## src/rtl/tinyrv_pkg.sv

```systemverilog
// Shared tinyrv encodings: next-PC select codes, fetch FSM states and reset PC.
// The control block uses the same mux_pc encodings.
package tinyrv_pkg;

   localparam logic [1:0] MUX_PC_HOLD   = 2'b00;
   localparam logic [1:0] MUX_PC_NEXT   = 2'b01;
   localparam logic [1:0] MUX_PC_BRANCH = 2'b10;
   localparam logic [1:0] MUX_PC_JUMP   = 2'b11;

   localparam logic [15:0] RESET_PC_DEFAULT = 16'h0000;

   typedef enum logic [1:0] {
      FETCH_HI = 2'd0,
      FETCH_LO = 2'd1,
      VALID    = 2'd2
   } fetch_state_t;

endpackage

```

## src/rtl/pc_next.sv

```systemverilog
// Next-PC selection. All arithmetic wraps modulo 2^16.
module pc_next
   import tinyrv_pkg::*;
(
   input  logic [15:0] pc,
   input  logic [1:0]  mux_pc,
   input  logic [15:0] br_off,
   input  logic [15:0] jump_tgt,
   output logic [15:0] pc_nxt
);

   logic [15:0] pc_inc;

   always_comb begin
      pc_inc = pc + 16'd1;
      pc_nxt = pc;
      case (mux_pc)
         MUX_PC_HOLD:   pc_nxt = pc;
         MUX_PC_NEXT:   pc_nxt = pc_inc;
         MUX_PC_BRANCH: pc_nxt = pc_inc + br_off;
         MUX_PC_JUMP:   pc_nxt = jump_tgt;
         default:       pc_nxt = pc;
      endcase
   end

endmodule

```

## src/rtl/imem_fetch.sv

```systemverilog
// Two-beat byte-wide instruction fetch: high byte then low byte, then present
// the instruction until execute retires it. No prefetch.
module imem_fetch
   import tinyrv_pkg::*;
#(
   parameter logic [15:0] RESET_PC = RESET_PC_DEFAULT
) (
   input  logic        clk,
   input  logic        rst_n,
   output logic [16:0] mem_addr,
   output logic        mem_req,
   input  logic        mem_ack,
   input  logic [7:0]  mem_rdata,
   output logic [15:0] instr,
   output logic        instr_valid,
   input  logic        instr_ready,
   input  logic [1:0]  mux_pc,
   input  logic [15:0] br_off,
   input  logic [15:0] jump_tgt,
   output logic [15:0] pc
);

   fetch_state_t state_q, state_d;
   logic [15:0]  pc_q, pc_nxt, instr_q;
   logic         started_q;
   logic         hi_we, lo_we, retire;

   pc_next u_pc_next (
      .pc       (pc_q),
      .mux_pc   (mux_pc),
      .br_off   (br_off),
      .jump_tgt (jump_tgt),
      .pc_nxt   (pc_nxt)
   );

   always_ff @(posedge clk or negedge rst_n) begin
      if (!rst_n) state_q <= FETCH_HI;
      else        state_q <= state_d;
   end

   // Holds off the first request for one edge after reset release.
   always_ff @(posedge clk or negedge rst_n) begin
      if (!rst_n) started_q <= 1'b0;
      else        started_q <= 1'b1;
   end

   always_comb begin
      state_d     = state_q;
      mem_req     = 1'b0;
      mem_addr    = {pc_q, 1'b0};
      instr_valid = 1'b0;
      hi_we       = 1'b0;
      lo_we       = 1'b0;
      retire      = 1'b0;
      case (state_q)
         FETCH_HI: begin
            mem_req  = started_q;
            mem_addr = {pc_q, 1'b0};
            if (started_q && mem_ack) begin
               hi_we   = 1'b1;
               state_d = FETCH_LO;
            end
         end
         FETCH_LO: begin
            mem_req  = 1'b1;
            mem_addr = {pc_q, 1'b1};
            if (mem_ack) begin
               lo_we   = 1'b1;
               state_d = VALID;
            end
         end
         VALID: begin
            instr_valid = 1'b1;
            if (instr_ready) begin
               retire  = 1'b1;
               state_d = FETCH_HI;
            end
         end
         default: state_d = FETCH_HI;
      endcase
   end

   always_ff @(posedge clk or negedge rst_n) begin
      if (!rst_n)      pc_q <= RESET_PC;
      else if (retire) pc_q <= pc_nxt;
   end

   always_ff @(posedge clk or negedge rst_n) begin
      if (!rst_n) begin
         instr_q <= 16'h0000;
      end else begin
         if (hi_we) instr_q[15:8] <= mem_rdata;
         if (lo_we) instr_q[7:0]  <= mem_rdata;
      end
   end

   assign pc    = pc_q;
   assign instr = instr_q;

endmodule

```

## config.mk

```make
export PLATFORM = sky130hd
export DESIGN_NAME = imem_fetch
export DESIGN_NICKNAME = d
export VERILOG_FILES = /design/src/rtl/tinyrv_pkg.sv /design/src/rtl/pc_next.sv /design/src/rtl/imem_fetch.sv
export SDC_FILE = /design/constraint.sdc
export NUM_CORES = 1
export LEC_CHECK = 0
export ABC_AREA = 1
export BUFFER_PORTS_ARGS = -buffer_cell sky130_fd_sc_hd__buf_2
export CORE_MARGIN = 2
export CORE_UTILIZATION = 50
export CTS_BUF_LIST = sky130_fd_sc_hd__clkbuf_4 sky130_fd_sc_hd__clkbuf_8
export DETAILED_ROUTE_END_ITERATION = 10
export HOLD_SLACK_MARGIN = 0.12
export PLACE_DENSITY = 0.78
export SYNTH_ARGS = -nofsm -noshare
export SYNTH_HDL_FRONTEND = slang
export SYNTH_HIERARCHICAL = 1
export SYNTH_SLANG_ARGS = --single-unit
```

## constraint.sdc

```tcl
create_clock -name clk -period 2.85 [get_ports clk]
set_input_delay 0.57 -clock clk [delete_from_list [all_inputs] [get_ports clk]]
set_output_delay 0.57 -clock clk [all_outputs]
set_load 0.005 [all_outputs]
```

==> flow_summary.json <==
{
  "timing.slew.headroom": 0.4756,
  "start_kind": "flop",
  "total_power_mw": 3.534,
  "grt_usage": 0.2543,
  "die-area_um2": 7117,
  "area_delta_synth_final_pct": 21.08,
  "path_depth": 16,
  "wl_per_cell_um": 14.14,
  "grt_max_degree": 36,
  "vias_per_cell": 5.396,
  "finalHoldViolations": 0,
  "status": "finished, final reports clean",
  "min-delay-path-class": "input port to asynchronous set/reset pin",
  "clk_pin_slew_ns": 0.07,
  "antenna_found_initial": 0,
  "yosysWarnings": 6,
  "fillers": 599,
  "layout.cells.most_common_list": "nand2_1 (174), buf_2 (96), nand3_1 (56), inv_1 (50), dfrtp_1 (31)",
  "worstPathArrival_ns": 2.88,
  "critPathCaptureType": "flop",
  "final_nets": 649,
  "drive_gt1_frac": 0.2869,
  "timing_worst_setup_path_type": "flop to flop",
  "worst_clock_skew_ns": 0.001872,
  "design_area_um2": 3910,
  "yosys.cell_types.count": 39,
  "crit_start": "pc[0]",
  "critPathTopFamily": "simple AND/OR/NAND/NOR gates",
  "io_buffer_count": 96,
  "first_iter_violations": 250,
  "ys_ff_latch": 35,
  "cts.sinks": 35,
  "max_freq_ghz": 0.3695,
  "worstPathCellList": "ha_2 -> nand2_2 -> nor2_2 -> nand2_1 -> xor2_2 -> inv_1 -> ha_1 -> nand2_1 -> inv_1 -> a21oi_1 -> nand2_2 -> or2_2 -> nand3_1 -> nand4_1 -> nand3_1 -> nand2_1",
  "clockBufferDepth": 2,
  "initial_core_util": 0.5115,
  "final_core_util": 0.6193,
  "grt_pass1_vias": 3239,
  "drt_pre_antenna_iters": 5,
  "setup_viol": 0,
  "grt_pass1_wl_um": 14880,
  "regToRegSetupSlack_ns": 0.14,
  "routed_wl_um": 9315,
  "cts_hold_buf": 0,
  "ir_worst_vdd_uv": 470.8,
  "synth_ff_type": "dfrtp_1",
  "die_w_um": 84.37,
  "final_cells": 659,
  "placed_area_um2": 3704,
  "drv_cap": 0,
  "dp_cells": 650,
  "critPathMaxFanout": 4,
  "cts_buffers": 5,
  "diodes": 0,
  "slowest_delay_ns": 0.40,
  "synth_nets": 560,
  "ant_nets": 0,
  "r2r_end": "pc[7]",
  "synth_area_per_cell_um2": 6.550,
  "final_common_cell": "nand2_1",
  "rr_startpoint": "pc[0]",
  "crit_buf_inv": 2,
  "clk_latency_ns": 0.29,
  "holdWs_ns": 0.3552,
  "worst_slack_ns": 0.1439,
  "die_h_um": 84.37,
  "cts-root-buf": "clkbuf_8",
  "rows": 29,
  "worst_slew_pin_slew_ns": 0.7866,
  "io_pins": 97,
  "p_per_area_nw_per_um2": 903.7,
  "critPathCapture": "pc[7]",
  "period_needed_ns": 2.706,
  "ys_seq_area_frac": 0.2712,
  "dp_slack_ns": 0.09459,
  "grt_overflow": 0,
  "tritoncts": "built",
  "finalMaxSlewViolations": 0,
  "syn_inst": 493,
  "required_ns": 3.03,
  "p_leak_nw": 2.240,
  "reg2reg_depth": 16,
  "coreArea_um2": 6314,
  "vias": 3556,
  "slowest_stage": "dfrtp_2",
  "tns_ns": 0,
  "cpMostUsedCell": "nand2_1",
  "synth_enable_flop_cells": 0,
  "dp_hpwl_um": 7161,
  "routabilityCongestion": 0.9116,
  "route.detailed.drc": 0,
  "syn_area_um2": 3229,
  "synth-async-reset-ratio": 1.000,
  "period_share": 0.9495,
  "htree_levels": 2
}
-- how the worst min path moves through the flow --
stage	start	end	slack [ns]	cells after the start
floorplan	rst_n	instr[0]	0.27	0
global placement	instr[9]	instr[9]	0.45	2
detailed placement	instr[13]	instr[13]	0.45	2
CTS	rst_n	state_q[1]	0.39	1
global route	rst_n	state_q[1]	0.43	1
finish	rst_n	started_q	0.36	1
-- Yosys cell counts, types with 5 or more instances --
| library cell | instances | area share |
|---|---|---|
| nand2_1 | 180 | 0.21 |
| nand3_1 | 56 | 0.087 |
| inv_1 | 51 | 0.059 |
| dfrtp_1 | 35 | 0.27 |
| nor2_1 | 26 | 0.030 |
| ha_1 | 20 | 0.077 |
| a21oi_1 | 17 | 0.026 |
| buf_4 | 17 | 0.040 |
| nand4_1 | 13 | 0.025 |
| o21ai_0 | 12 | 0.019 |
| nor2_2 | 6 | 0.012 |
| xor2_1 | 6 | 0.016 |
| nand3_2 | 5 | 0.015 |
-- flip-flops by register name (all words and copies together) (netlist names) --
name / cells
instr: 16
started_q: 1
state_q: 2
pc: 16
-- what timing repair did --
| item | in CTS | in global routing |
|---|---|---|
| setup endpoints to repair | 0 | 7 |
| resized for setup | 0 | 27 |
| setup buffers | 0 | 2 |
-- metal layers --
| layer | track usage | wire (um) | vias up |
|---|---|---|---|
| li1 | - | - | 1746 |
| met1 | 0.3513 | 4030 | 1630 |
| met2 | 0.4163 | 4325 | 160 |
| met3 | 0.03245 | 727 | 20 |
| met4 | 0.08225 | 232 | 0 |
| met5 | 0 | 0 | - |
-- report_power, final --
| part | internal (mW) | switching, mW |
|---|---|---|
| clock network | 0.190 | 0.182 |
| logic | 0.927 | 1.31 |
| registers | 0.707 | 0.221 |
| total | 1.82 | 1.71 |
-- cell families (layout without fill, tap and decap cells) --
group	Yosys count	after routing	share of synthesized area
xor gates and xnor gates	8	8	0.02402
AOI/OAI and AO/OA	43	43	0.07981
other	1	1	0.001161
DFF	35	35	0.2712
and+or+nand+nor	304	304	0.4200
buffers and inverters	81	170	0.1201
adders and majority gates	21	21	0.08369
-- worst register-to-register path, cell delays in order (launching register included) --
cell and delay, ns:
dfrtp_2 0.40, ha_2 0.20, nand2_2 0.07, nor2_2 0.14
nand2_1 0.10, xor2_2 0.15, inv_1 0.09, ha_1 0.30
nand2_1 0.16, inv_1 0.06, a21oi_1 0.16, nand2_2 0.10
or2_2 0.28, nand3_1 0.11, nand4_1 0.11, nand3_1 0.10
nand2_1 0.07
-- final cells by class --
class                   count  area [um^2]  area share
multi-input cells         377         2064      0.5280
flip-flops and latches     35        880.8      0.2253
repair buffers            109        578.1      0.1478
inverters                  54        202.7     0.05184
well taps                  77        96.34     0.02464
clock buffers               6        82.58     0.02112
clock inverters             1        5.005    0.001280
(Power assumes the default switching activity.)
